--- src/rtl/uart_rx_oversample.sv ---
// Oversampling UART receiver: synchronises rx, qualifies the start bit at
// mid-bit, samples DATA_BITS data bits LSB-first and checks the stop bit.
// Bit timing comes from an external b_tick pulse (OVERSAMPLE ticks per bit).
// Optional feature macro: UART_RX_PARITY_EN adds a parity bit, the PARITY
// state and the parity_err output (sense selected by PARITY_ODD).
module uart_rx_oversample #(
    parameter int DATA_BITS   = 8,
    parameter int OVERSAMPLE  = 16,
    parameter int SYNC_STAGES = 2,
    parameter int PARITY_ODD  = 0
) (
    input  logic                 clk,
    input  logic                 rst,
    input  logic                 b_tick,
    input  logic                 rx,
    output logic [DATA_BITS-1:0] rx_data,
    output logic                 rx_done,
    output logic                 rx_busy,
    output logic                 frame_err
`ifdef UART_RX_PARITY_EN
    ,
    output logic                 parity_err
`endif
);

    localparam int TW = $clog2(OVERSAMPLE);
    localparam int BW = $clog2(DATA_BITS);
    localparam logic [TW-1:0] HALF_M1  = TW'(OVERSAMPLE / 2 - 1);
    localparam logic [TW-1:0] FULL_M1  = TW'(OVERSAMPLE - 1);
    localparam logic [BW-1:0] LAST_BIT = BW'(DATA_BITS - 1);

    // Parameter sanity checks at elaboration.
    if (DATA_BITS < 5 || DATA_BITS > 8) begin : g_chk_db
        $error("DATA_BITS must be 5..8");
    end
    if (OVERSAMPLE < 4 || (OVERSAMPLE % 2) != 0) begin : g_chk_os
        $error("OVERSAMPLE must be even and >= 4");
    end
    if (SYNC_STAGES < 2) begin : g_chk_ss
        $error("SYNC_STAGES must be >= 2");
    end
    if (PARITY_ODD != 0 && PARITY_ODD != 1) begin : g_chk_po
        $error("PARITY_ODD must be 0 or 1");
    end

    typedef enum logic [2:0] {
        S_IDLE,
        S_START,
        S_DATA,
        S_STOP,
        S_BRK
`ifdef UART_RX_PARITY_EN
        ,
        S_PARITY
`endif
    } state_t;

    state_t                 state_q, state_d;
    logic [SYNC_STAGES-1:0] sync_q;
    logic                   rs;
    logic [TW-1:0]          tick_q, tick_d;
    logic [BW-1:0]          bit_q, bit_d;
    logic [DATA_BITS-1:0]   shift_q, shift_d;
    logic [DATA_BITS-1:0]   rx_data_q, rx_data_d;
    logic                   rx_done_q, rx_done_d;
    logic                   rx_busy_q, rx_busy_d;
    logic                   frame_err_q, frame_err_d;
`ifdef UART_RX_PARITY_EN
    logic                   par_q, par_d;
    logic                   parity_err_q, parity_err_d;
`endif

    assign rs = sync_q[SYNC_STAGES-1];

    // Metastability synchroniser for the asynchronous rx line (idles high).
    always_ff @(posedge clk or posedge rst) begin
        if (rst) begin
            sync_q <= '1;
        end else begin
            sync_q <= {sync_q[SYNC_STAGES-2:0], rx};
        end
    end

    // State, counters, shift register and registered outputs.
    always_ff @(posedge clk or posedge rst) begin
        if (rst) begin
            state_q     <= S_IDLE;
            tick_q      <= '0;
            bit_q       <= '0;
            shift_q     <= '0;
            rx_data_q   <= '0;
            rx_done_q   <= 1'b0;
            rx_busy_q   <= 1'b0;
            frame_err_q <= 1'b0;
`ifdef UART_RX_PARITY_EN
            par_q        <= 1'b0;
            parity_err_q <= 1'b0;
`endif
        end else begin
            state_q     <= state_d;
            tick_q      <= tick_d;
            bit_q       <= bit_d;
            shift_q     <= shift_d;
            rx_data_q   <= rx_data_d;
            rx_done_q   <= rx_done_d;
            rx_busy_q   <= rx_busy_d;
            frame_err_q <= frame_err_d;
`ifdef UART_RX_PARITY_EN
            par_q        <= par_d;
            parity_err_q <= parity_err_d;
`endif
        end
    end

    // Next-state logic: ticks are only counted in the bit-timed states.
    always_comb begin
        state_d     = state_q;
        tick_d      = tick_q;
        bit_d       = bit_q;
        shift_d     = shift_q;
        rx_data_d   = rx_data_q;
        rx_done_d   = 1'b0;
        frame_err_d = 1'b0;
`ifdef UART_RX_PARITY_EN
        par_d        = par_q;
        parity_err_d = 1'b0;
`endif
        unique case (state_q)
            S_IDLE: begin
                if (!rs) begin
                    state_d = S_START;
                    tick_d  = '0;
                end
            end
            S_START: begin
                if (b_tick) begin
                    if (tick_q == HALF_M1) begin
                        tick_d = '0;
                        if (!rs) begin
                            state_d = S_DATA;
                            bit_d   = '0;
                        end else begin
                            state_d = S_IDLE;
                        end
                    end else begin
                        tick_d = tick_q + 1'b1;
                    end
                end
            end
            S_DATA: begin
                if (b_tick) begin
                    if (tick_q == FULL_M1) begin
                        tick_d  = '0;
                        shift_d = {rs, shift_q[DATA_BITS-1:1]};
                        if (bit_q == LAST_BIT) begin
`ifdef UART_RX_PARITY_EN
                            state_d = S_PARITY;
`else
                            state_d = S_STOP;
`endif
                        end else begin
                            bit_d = bit_q + 1'b1;
                        end
                    end else begin
                        tick_d = tick_q + 1'b1;
                    end
                end
            end
`ifdef UART_RX_PARITY_EN
            S_PARITY: begin
                if (b_tick) begin
                    if (tick_q == FULL_M1) begin
                        tick_d  = '0;
                        par_d   = rs;
                        state_d = S_STOP;
                    end else begin
                        tick_d = tick_q + 1'b1;
                    end
                end
            end
`endif
            S_STOP: begin
                if (b_tick) begin
                    if (tick_q == FULL_M1) begin
                        tick_d = '0;
                        if (rs) begin
                            rx_data_d = shift_q;
                            rx_done_d = 1'b1;
`ifdef UART_RX_PARITY_EN
                            parity_err_d = ((^shift_q) ^ par_q) != (PARITY_ODD != 0);
`endif
                            state_d = S_IDLE;
                        end else begin
                            frame_err_d = 1'b1;
                            state_d     = S_BRK;
                        end
                    end else begin
                        tick_d = tick_q + 1'b1;
                    end
                end
            end
            S_BRK: begin
                if (rs) begin
                    state_d = S_IDLE;
                end
            end
            default: begin
                state_d = S_IDLE;
            end
        endcase
        // Registered from the next state so busy tracks the state register exactly.
        rx_busy_d = (state_d != S_IDLE);
    end

    assign rx_data   = rx_data_q;
    assign rx_done   = rx_done_q;
    assign rx_busy   = rx_busy_q;
    assign frame_err = frame_err_q;
`ifdef UART_RX_PARITY_EN
    assign parity_err = parity_err_q;
`endif

endmodule

--- config.mk ---
export PLATFORM = sky130hd
export DESIGN_NAME = uart_rx_oversample
export DESIGN_NICKNAME = d
export VERILOG_FILES = /design/src/rtl/uart_rx_oversample.sv
export SDC_FILE = /design/constraint.sdc
export NUM_CORES = 1
export LEC_CHECK = 0
export ABC_AREA = 1
export CAP_MARGIN = 10
export CORE_ASPECT_RATIO = 0.6
export CORE_MARGIN = 5
export CORE_UTILIZATION = 40
export DETAILED_ROUTE_END_ITERATION = 8
export PLACE_DENSITY_LB_ADDON = 0.2
export SYNTH_ARGS = -nofsm -noshare
export SYNTH_HDL_FRONTEND = slang
export SYNTH_SLANG_ARGS = --single-unit
--- constraint.sdc ---
create_clock -name clk -period 3 [get_ports clk]
set_clock_uncertainty 0.1 [all_clocks]
set_input_delay 0.9 -clock clk [delete_from_list [all_inputs] [get_ports clk]]
set_output_delay 0.9 -clock clk [all_outputs]
set_load 0.02 [all_outputs]
==> results of run 1 <==
## cells in the mapped netlist, types with 2 or more instances
cell type,count,area share
sky130_fd_sc_hd__nand3_2,2,0.014
sky130_fd_sc_hd__nand2_2,2,0.0088
sky130_fd_sc_hd__inv_2,2,0.0053
sky130_fd_sc_hd__inv_1,19,0.050
sky130_fd_sc_hd__nand2_1,50,0.13
sky130_fd_sc_hd__nand4_1,2,0.0088
sky130_fd_sc_hd__dfstp_2,2,0.037
sky130_fd_sc_hd__a21oi_1,4,0.014
sky130_fd_sc_hd__o21ai_0,9,0.032
sky130_fd_sc_hd__ha_1,3,0.026
sky130_fd_sc_hd__o21ai_2,6,0.037
sky130_fd_sc_hd__buf_6,2,0.016
sky130_fd_sc_hd__o21ai_1,2,0.0071
sky130_fd_sc_hd__dfrtp_1,29,0.51
sky130_fd_sc_hd__nor2_1,14,0.037
sky130_fd_sc_hd__nand3_1,7,0.025
sky130_fd_sc_hd__nor3_1,2,0.0071
## sequential cells by signal, indices dropped and copies added (netlist names)
| name | cells |
|---|---|
| bit_q | 3 |
| frame_err | 1 |
| rx_busy | 1 |
| rx_data | 8 |
| rx_done | 1 |
| shift_q | 8 |
| state_q | 3 |
| sync_q | 2 |
| tick_q | 4 |
## worst paths after layout
path                             from         end  cells past startpoint
setup / recovery           rx_data[1]  rx_data[1]                      1
hold / removal              sync_q[0]   sync_q[1]                      0
setup reg to reg            tick_q[1]  rx_data[0]                      7
hold reg to reg             sync_q[0]   sync_q[1]                      0
max in group asynchronous         rst   sync_q[1]                      3
min in group asynchronous         rst     rx_done                      3
## layout make-up
class | instances | share of cell area
clock inverter | 3 | 0.00892
tap | 45 | 0.0335
clock buffer | 5 | 0.0409
timing repair buffer | 15 | 0.0877
sequential | 31 | 0.462
multi-input combinational | 108 | 0.320
inverter | 21 | 0.0468
## cell families (layout without fill, tap and decap cells)
family,Yosys count,in the layout,share of synthesized area
flops,31,31,0.549
fa+ha+maj,3,3,0.0265
compound gates,21,21,0.0900
simple gates,84,84,0.263
buf+inv,23,44,0.0715
## power groups by stage
| stage | clock network (W) | registers (W) | logic (W) |
|---|---|---|---|
| 5_1_grt | 0.000344 | 0.000534 | 0.000373 |
| 6_report | 0.000316 | 0.000523 | 0.000321 |
| 4_1_cts | 0.000324 | 0.000524 | 0.000323 |
| 2_1_floorplan | 0 | 0.000527 | 0.000231 |
| 3_3_place_gp | 0 | 0.000527 | 0.000305 |
| 3_5_place_dp | 0 | 0.000530 | 0.000322 |
## layer usage
layer	vias to the layer above	share of wire	GRT usage
met1	503	0.52	0.182
met4	0	0.018	0.0556
li1	548	-	-
met3	7	0.060	0.0488
met5	-	0	0
met2	20	0.40	0.171
## metrics by stage
stage,utilization,total power [W],instances,setup WS (ns)
2_1_floorplan,-,0.000759,162,1.31
6_report,0.506,0.00116,228,0.751
3_3_place_gp,0.481,0.000833,220,0.553
5_1_grt,0.506,0.00125,228,0.687
3_5_place_dp,0.481,0.000852,220,0.530
4_1_cts,0.506,0.00117,228,0.729
==> results.md, run 1 <==
Outcome:
- The run finished with clean final reports.

Global route:
- Entering global routing, the biggest net connects 32 pins.
- The number of global-route vias before repair is 1053.
- The global-route total usage across every layer is 0.128.
- The wire length of the first global-routing pass is 4.79 mm.
- The initial antenna violation count came to 0.
- The remaining global-route overflow is 0.

STA:
- The total of endpoints with negative setup slack in the final report is 0.
- The minimum clock period is 2.25 ns.
- On the final layout, the worst hold slack is 0.259 ns.
- The final setup TNS is 0 ns.
- The final-report hold violation count is 0.
- The headroom to the max-slew limit is 0.747.
- The share of the clock period used by the worst path is 0.750.
- The fmax is 0.445 GHz.
- For the pin with the worst max-slew slack, the measured transition is 0.379 ns.
- The max-slew violation count is 0.
- Setup repair after global routing left no endpoint under its margin.

Cells and area:
- In the layout the commonest cells are sky130_fd_sc_hd__nand2_1 (50), sky130_fd_sc_hd__dfrtp_1 (29), sky130_fd_sc_hd__inv_1 (19).
- The number of fillers in the final layout is 327.
- The footprint of the flip-flops and latches is 778 um^2.
- The multi-input logic area is 538 um^2.
- The share of cells above drive strength 1 is 0.148.
- The net count of the finished layout is 189.
- Leaving out fill and tap cells, the most frequent cell in the layout is sky130_fd_sc_hd__nand2_1.
- After routing the design area is 1680 um^2.
- The number of antenna diodes in the final layout is 0.
- The area growth from synthesis to final layout is 18.7%.

Worst setup path:
- Setup slack on the worst reg-to-reg path comes out at 1.35 ns.
- By startpoint and endpoint, the worst setup path is classified as flip-flop to output pin.
- The critical path arrival is 1.25 ns.
- STA puts the critical path data required time at 2.00 ns.
- STA classifies the critical path endpoint as an output pin.
- STA classifies the critical path startpoint as a flip-flop.
- The cell with the biggest individual delay on the critical path is sky130_fd_sc_hd__clkdlybuf4s50_1.
- The signal on the critical path passes through clkdlybuf4s50_1.
- The largest incremental delay on the critical path is 0.61 ns.
- Together, buffers and inverters on the worst path number 1.
- The cell family with the largest share of critical-path delay is buffers and inverters.
- Along the worst path, the maximum fanout reaches 2.

Routing:
- The remaining design rule violation count is 0.
- The total length of routed wires is 2.64 mm.
- Once detail routing completed, the nets flagged for antenna violations numbered 0.
- The average wire length per cell after detail routing is 11.6 um.
- The starting DRC count in detailed routing is 109.
- The number of search-and-repair iterations in the first detailed-routing pass is 4.
- The total via count in the routed design is 1078.
- Dividing the detail-routed via count by the number of cells gives 4.73.

Pwr:
- The switching part of the total power is 0.360.
- The clock network fraction of design power is 0.272.
- In this run the power spent charging and discharging nets is 0.000418 W.
- Of the total power, combinational logic draws 0.277.
- The internal power of the cells is 0.000742 W.
- The peak ir drop on the vdd network is 341 uV.
- The power per cell area is 690 nW/um^2.
- The register share of total power is 0.451.
- The reported leakage power is 0.865 nW.

Clocking:
- The CTS tree is done.
- Clock tree synthesis inserted a total of 5 buffers.
- After clock tree synthesis, the clock-pin slew on the worst setup and hold paths is 0.07 ns.
- The maximum buffer depth of the clock tree is 2.
- The CTS H-tree depth is 2.
- Gates resized during post-CTS repair numbered 0.
- The tree is rooted in a sky130_fd_sc_hd__clkbuf_8.
- For the worst-skew pair, the clock arrives at the later sink with an insertion delay of 0.29 ns.
- The number of setup buffers added after CTS is 0.
- Hold repair after CTS inserted 0 buffers.
- The number of clock sinks seen by CTS is 31.

Yosys:
- The number of nets in the synthesized netlist is 169.
- The mean area per synthesized cell is 8.75 um^2.
- In this run, synthesis produced a sequential element count of 31.
- The commonest register cell after synthesis is sky130_fd_sc_hd__dfrtp_1.
- For this run, the number of Yosys warnings is 0.
- In the synthesized netlist, the number of instances is 162.
- After synthesis, the netlist uses 22 different library cells.
- For this run, asynchronously set or reset flops after synthesis account for 1.00.
- Yosys mapped a number of flops with a built-in enable equal to 0.
- After synthesis the cells add up to 1420 um^2.
- The share of the Yosys chip area taken by registers is 0.549.

Floorplan:
- The row count is 16.
- The die outline width is 86.9 um.
- The core region is 3320 um^2.
- The top-level port count is 15.
- The die covers 4870 um^2.
- The die is 56.1 um tall.
- For this configuration, the core starts out at a cell density of 0.427.

Placement:
- Detailed placement finished with a half-perimeter wire length of 2.00 mm.
- The cell area after placement is 1600 um^2.
- The global placement routability congestion is 0.863.
- In this run the tool buffered the top-level ports with 14 buffer cells.

Hold path:
- The class of the worst hold path is flip-flop to flip-flop.

Job:
- The number of maximum-capacitance constraint violations is 0.
(Power assumes the default switching activity.)
==> run 2: changes to the inputs <==
- clock period: 3 -> 2.3 ns (I/O delays scaled with it)
==> run 2 against run 1 <==
Compared with the run above:
- count of clock-buffer cells in the layout grew 1
- register-to-register slack worse by 0.62 ns
- critical path depth is the same
- core utilization rose by 0.72 points
- non-clock buffer count grew 3
- largest cell class unchanged
- cell area grew 1.4%
==> results.md, run 2 (synthesis gave the netlist of run 1 again) <==
Outcome:
- The run finished with clean final reports.

Hold path:
- The class of the worst hold path is flip-flop to flip-flop.
- The number of cells on the worst hold path came to 0 (unchanged).

Clocking:
- The number of CTS-inserted buffers came to 5 (unchanged).
- The number of setup buffers added after CTS was 0 (unchanged).
- TritonCTS built the clock tree.
- The maximum buffer depth of the clock tree was 2 (unchanged).
- The number of buffers inserted for hold repair after clock tree synthesis came to 0 (unchanged).
- The number of clock sinks seen by CTS came to 31 (unchanged).
- The quantity of gates resized following cts is 0 (unchanged).
- The clock-pin transition on the worst setup and hold timing paths is 0.06 ns (about the same).
- The buffer type at the clock tree root is sky130_fd_sc_hd__clkbuf_8.
- The clock latency on the worst-skew pair was 0.27 ns (-0.02 ns).
- The CTS H-tree depth is 2 (unchanged).

Worst setup path:
- The required time of the critical path is 1.51 ns (-0.49 ns).
- The depth of the worst register-to-register path is 7 (unchanged).
- The nature of the critical path startpoint is a flip-flop.
- The critical path depth is 1 (unchanged).
- The worst setup path is of the flip-flop to output pin kind.
- The critical path goes through clkdlybuf4s50_1.
- The biggest fanout along the worst timing path is 2 (unchanged).
- The number of buffers and inverters on the critical path was 1 (unchanged).
- In this design, the largest share of critical-path delay is due to buffers and inverters.
- The largest incremental delay on the critical path is 0.61 ns (about the same).
- The critical path arrival is 1.22 ns (-0.03 ns).
- The cell with the biggest individual delay on the critical path is sky130_fd_sc_hd__clkdlybuf4s50_1.
- The worst setup path is captured at an output pin.

Cells and area:
- The footprint of the flip-flops and latches was 778 um^2 (unchanged).
- The number of fillers in the final layout came to 316 (-3.4%).
- The number of antenna diodes was 0 (unchanged).
- The multi-input logic area is 538 um^2 (unchanged).
- The net count of the finished layout is 192 (+1.6%).
- The share of cells above drive strength 1 is 0.147 (-0.000802).
- The post-route cell area came to 1710 um^2 (+1.4%).
- Leaving out fill and tap cells, the most frequent cell in the layout is sky130_fd_sc_hd__nand2_1.
- Compared with the post-synthesis result, the final layout area differs by 20.4%.
- The top cell types in the final layout, fill and taps aside, are sky130_fd_sc_hd__nand2_1 (50), sky130_fd_sc_hd__dfrtp_1 (29), sky130_fd_sc_hd__inv_1 (19).

Floorplan:
- The top-level port count came to 15 (unchanged).
- The starting utilization of the core area is 0.427 (unchanged).
- The core box area was 3320 um^2 (unchanged).
- The vertical die dimension is 56.1 um (unchanged).
- The die area is 4870 um^2 (unchanged).
- The die outline width is 86.9 um (unchanged).
- The row count is 16 (unchanged).

Routing:
- The starting DRC count in detailed routing is 84 (-23%).
- The average wire length per cell after detail routing came to 11.2 um (-3.1%).
- The number of vias per cell is 4.77 (+0.86%).
- The remaining antenna violation count was 0 (unchanged).
- The remaining design rule violation count came to 0 (unchanged).
- The total via count in the routed design is 1092 (+1.3%).
- The number of search-and-repair iterations in the first detailed-routing pass is 4 (unchanged).
- The total length of routed wires was 2.57 mm (-2.7%).

Global route:
- The maximum number of pins on one net before global-route repair is 32 (unchanged).
- The wire length of the first global-routing pass is 4.60 mm (-4.0%).
- The initial antenna violation count came to 0 (unchanged).
- The number of global-route vias before repair is 1012 (-3.9%).
- The remaining global-route overflow is 0 (unchanged).
- The global-route total usage across every layer is 0.119 (-0.00934).

Pwr:
- The reported leakage power was 0.876 nW (+1.3%).
- The total power of the final layout came to 0.00147 W (+27%).
- The power per cell area came to 861 nW/um^2 (+25%).
- The peak ir drop on the vdd network is 336 uV (-1.4%).

STA:
- The headroom to the max-slew limit came to 0.750 (+0.00215).
- The routed design could run at a clock period as short as 2.01 ns.
- The total of endpoints with negative setup slack in the final report is 0 (unchanged).
- The max-slew violation count is 0 (unchanged).
- The actual transition at the worst max-transition pin is 0.376 ns (-0.00323 ns).
- Static timing analysis puts the maximum clock frequency at 0.497 GHz.
- Dividing the final minimum period by the clock period gives 0.875.
- The final-report hold violation count is 0 (unchanged).
- Setup repair after global routing left no endpoint under its margin.
- The final setup TNS is 0 ns (unchanged).

Placement:
- The placed wire-length estimate after detailed placement is 1.96 mm (-1.9%).
- The global placement routability congestion is 0.865 (+0.22%).
- The cell area after placement is 1630 um^2 (+2.2%).
- The number of port buffers is 14 (unchanged).

Job:
- The number of maximum-capacitance constraint violations is 0 (unchanged).
## run 2: changes by cell type in the layout (fill, tap and decap cells not counted), sizes merged
cell and delta:
clkbuf +1, clkinv -3, buf +3
## run 2: cell type report
type | count | area share
multi-input cells | 108 | 0.315
inverters | 21 | 0.0462
flip-flops and latches | 31 | 0.456
well taps | 45 | 0.0330
repair buffers | 18 | 0.107
clock buffers | 6 | 0.0425
## run 2: per-stage QoR
stage                     hold WS (ns)  setup slack (ns)  utilization  cells
after floorplan                  0.245             0.819            -    162
after global placement           0.252             0.226        0.492    223
after detailed placement         0.248             0.158        0.492    223
after CTS                        0.256             0.271        0.514    229
after global routing             0.264             0.226        0.514    229
final                            0.255             0.288        0.514    229
## run 2: final timing paths
| path | startpoint | end | slack, ns |
|---|---|---|---|
| worst max-delay path | rx_data[6] | rx_data[6] | 0.29 |
| worst min-delay path | sync_q[0] | sync_q[1] | 0.26 |
| worst max register to register | bit_q[0] | bit_q[2] | 0.73 |
| worst min register to register | sync_q[0] | sync_q[1] | 0.26 |
| max in group asynchronous | rst | sync_q[0] | 1.07 |
| min in group asynchronous | rst | rx_busy | 0.71 |
## run 2: power by group
group / internal, W / switching [W]
Sequential: 0.000617 / 0.0000657
Clock: 0.000201 / 0.000170
Combinational: 0.000144 / 0.000272
## run 2: layer usage
layer | global-route usage | vias up | part of all wire
met5 | 0 | - | 0
met4 | 0.0356 | 0 | 0.0055
met3 | 0.0518 | 2 | 0.077
met2 | 0.154 | 42 | 0.39
met1 | 0.176 | 495 | 0.53
li1 | - | 553 | -
==> run 3: changes to the inputs <==
--- a/config.mk
+++ b/config.mk
@@ -9,7 +9,8 @@
 export CAP_MARGIN = 10
 export CORE_ASPECT_RATIO = 0.6
-export CORE_MARGIN = 5
+export CORE_MARGIN = 2
 export CORE_UTILIZATION = 40
 export DETAILED_ROUTE_END_ITERATION = 8
+export DONT_BUFFER_PORTS = 1
 export PLACE_DENSITY_LB_ADDON = 0.2
 export SYNTH_ARGS = -nofsm -noshare
==> constraint.sdc (replaced) <==
create_clock -name clk -period 2.3 [get_ports clk]
set_clock_uncertainty 0.1 [all_clocks]
set_input_delay 0.23 -clock clk [delete_from_list [all_inputs] [get_ports clk]]
set_output_delay 0.23 -clock clk [all_outputs]
set_load 0.02 [all_outputs]
==> run 3 against run 2 <==
Compared with the run above:
- critical path depth grew 5
- sequential power grew 2%
- global-route usage grew 3.3 points
- critical endpoint is now rx_data[5]
- largest power group unchanged
==> results.md, run 3 (synthesis gave the netlist of run 1 again) <==
Outcome:
- The flow ran to the end, and the final reports show no timing, DRC or antenna violations.

Hold path:
- The startpoint of the tightest hold check path is b_tick.
- The class of the worst hold path is input pin to flip-flop.

Worst setup path:
- In this run the worst setup path begins at tick_q[0].
- For this design, the slowest cell found on the critical path is sky130_fd_sc_hd__dfrtp_1.
- The category of the critical setup timing path is flip-flop to flip-flop.
- The number of buffers and inverters on the critical path was 0 (-1).
- Walking the worst path, the cells encountered are ha_1 -> nand3_1 -> nor2_2 -> nand3_2 -> nand2_1 -> o21ai_2.
- The cell family with the largest share of critical-path delay is simple AND/OR/NAND/NOR gates.
- The largest incremental delay on the critical path came to 0.37 ns (-0.24 ns).
- The required time of the critical path is 2.36 ns (+0.85 ns).
- The nature of the critical path startpoint is a flip-flop.
- The worst register-to-register path begins at tick_q[0].
- The biggest fanout along the worst timing path is 15 (+13).
- The critical path arrival is 1.71 ns (+0.49 ns).
- STA classifies the critical path endpoint as a flip-flop.

Global route:
- The maximum number of pins on one net before global-route repair is 23 (-28%).
- The remaining global-route overflow is 0 (unchanged).
- The wire length of the first global-routing pass is 4.58 mm (-0.30%).
- The number of global-route vias before repair is 992 (-2.0%).
- The global-route total usage across every layer is 0.152 (+0.0333).
- The initial antenna violation count is 0 (unchanged).

Placement:
- The number of port buffers is 0 (-14).
- The placed wire-length estimate after detailed placement came to 1.88 mm (-4.3%).
- The global placement routability congestion is 0.771 (-11%).
- The total instance count after detailed placement was 206 (-7.6%).
- The cell area after placement is 1460 um^2 (-11%).

Clocking:
- The number of CTS-inserted buffers is 5 (unchanged).
- The number of setup buffers added after CTS is 0 (unchanged).
- TritonCTS built the clock tree.
- The maximum buffer depth of the clock tree came to 2 (unchanged).
- The clock-pin transition on the worst setup and hold timing paths is 0.06 ns (about the same).
- The clock latency on the worst-skew pair is 0.28 ns (about the same).
- The root buffer cell chosen for the clock tree is sky130_fd_sc_hd__clkbuf_8.
- The number of clock sinks seen by CTS came to 31 (unchanged).
- The CTS H-tree depth was 2 (unchanged).

Cells and area:
- The net count of the finished layout is 177 (-7.8%).
- The post-route cell area is 1600 um^2 (-6.5%).
- The share of cells above drive strength 1 is 0.158 (+0.0112).
- The most common cell after layout, fill and taps aside is sky130_fd_sc_hd__nand2_1.
- The area growth from synthesis to final layout is 12.6%.
- The final cell count without fillers was 216 (-5.7%).
- The number of antenna diodes is 0 (unchanged).
- The utilization after layout is 0.480 (-0.0331).
- In the layout the commonest cells are sky130_fd_sc_hd__nand2_1 (50), sky130_fd_sc_hd__dfrtp_1 (29), sky130_fd_sc_hd__inv_1 (19).

Pwr:
- The net switching component of the power is 0.000528 W (+4.2%).
- The internal power of the cells was 0.00109 W (+14%).
- The clock network fraction of design power is 0.338 (+0.086).
- The peak ir drop on the vdd network came to 429 uV (+28%).
- The register share of total power is 0.430 (-0.035).
- The switching part of the total power is 0.326 (-0.0192).
- The reported leakage power is 0.837 nW (-4.5%).
- The power per cell area is 1020 nW/um^2 (+18%).
- The combinational cell fraction of total power is 0.233 (-0.050).

STA:
- The max-slew violation count is 0 (unchanged).
- Setup repair after global routing left no endpoint under its margin.
- The minimum clock period is 1.65 ns (-0.360 ns).
- The headroom to the max-slew limit is 0.749 (about the same).
- The actual transition at the worst max-transition pin is 0.376 ns (+0.000524 ns).
- The share of the clock period used by the worst path came to 0.718 (-0.157).
- The fmax came to 0.606 GHz (+22%).
- The final setup TNS is 0 ns (unchanged).
- The final-report hold violation count was 0 (unchanged).
- The total of endpoints with negative setup slack in the final report is 0 (unchanged).
- The minimum hold slack was 0.130 ns (-0.125 ns).

Routing:
- The number of search-and-repair iterations in the first detailed-routing pass is 4 (unchanged).
- The starting DRC count in detailed routing is 97 (+15%).
- The average wire length per cell after detail routing is 11.8 um (+5.0%).
- The remaining antenna violation count is 0 (unchanged).
- The remaining design rule violation count is 0 (unchanged).
- The total via count in the routed design is 1017 (-6.9%).
- The number of vias per cell came to 4.71 (-1.3%).
- The total length of routed wires is 2.54 mm (-0.94%).

Floorplan:
- The die outline width is 80.9 um (-6.9%).
- The vertical die dimension is 50.1 um (-11%).
- The die area is 4050 um^2 (-17%).
- The core box area is 3320 um^2 (unchanged).
- The starting utilization of the core area is 0.427 (unchanged).
- The top-level port count is 15 (unchanged).
- The row count is 16 (unchanged).

Job:
- The number of maximum-capacitance constraint violations is 0 (unchanged).
==> run 3: changes by cell type in the layout (fill, tap and decap cells not counted), sizes merged <==
cell / previous run / this run
buf: 4 / 1
dlygate4sd3: 0 / 2
clkinv: 0 / 1
bufinv: 0 / 1
clkdlybuf4s50: 14 / 0
==> run 3: layout make-up <==
class,instances,area (um^2)
Fill cell,330,1730
Sequential cell,31,778
Multi-Input combinational cell,108,538
Clock buffer,6,82.6
Inverter,21,78.8
Tap cell,45,56.3
Clock inverter,2,35.0
Timing Repair Buffer,3,27.5
==> run 3: repair_timing <==
action | in CTS | in global routing
gates resized for setup | 0 | 0
endpoints found under the hold margin | 10 | 0
hold buffers | 2 | 0
==> run 3: per-layer routing <==
| metal | track usage | up-vias | share of wire |
|---|---|---|---|
| li1 | - | 525 | - |
| met1 | 0.223 | 452 | 0.55 |
| met2 | 0.202 | 37 | 0.37 |
| met3 | 0.0641 | 3 | 0.077 |
| met4 | 0.0424 | 0 | 0.0063 |
| met5 | 0 | - | 0 |
==> run 3: power groups by stage <==
stage               registers, W  clock network (W)  logic [W]
floorplan               0.000688                  0   0.000302
global placement        0.000703                  0   0.000365
detailed placement      0.000704                  0   0.000375
CTS                     0.000696           0.000563   0.000377
global route            0.000706           0.000596   0.000447
finish                  0.000696           0.000547   0.000377
==> run 3: metrics by stage <==
step | worst slack, ns | power (W)
after detailed placement | 0.652 | 0.00108
after global routing | 0.479 | 0.00175
after floorplan | 0.873 | 0.000990
after CTS | 0.640 | 0.00164
final | 0.648 | 0.00162
after global placement | 0.685 | 0.00107
==> run 3: worst register-to-register path, delay by kind of cell, from the launching register on <==
kind	cells	cell delay, ns
adder cells (fa/ha/maj)	1	0.22
AO/OA/AOI/OAI	1	0.06
flip-flops	1	0.37
AND/OR/NAND/NOR	4	0.78
==> run 3: final timing paths <==
check,end,slack [ns],depth (start not counted)
max,rx_data[5],0.65,6
min,tick_q[2],0.13,3
max reg2reg,rx_data[5],0.65,6
min reg2reg,sync_q[1],0.26,0
max in group asynchronous,sync_q[0],1.16,3
min in group asynchronous,state_q[2],0.26,2
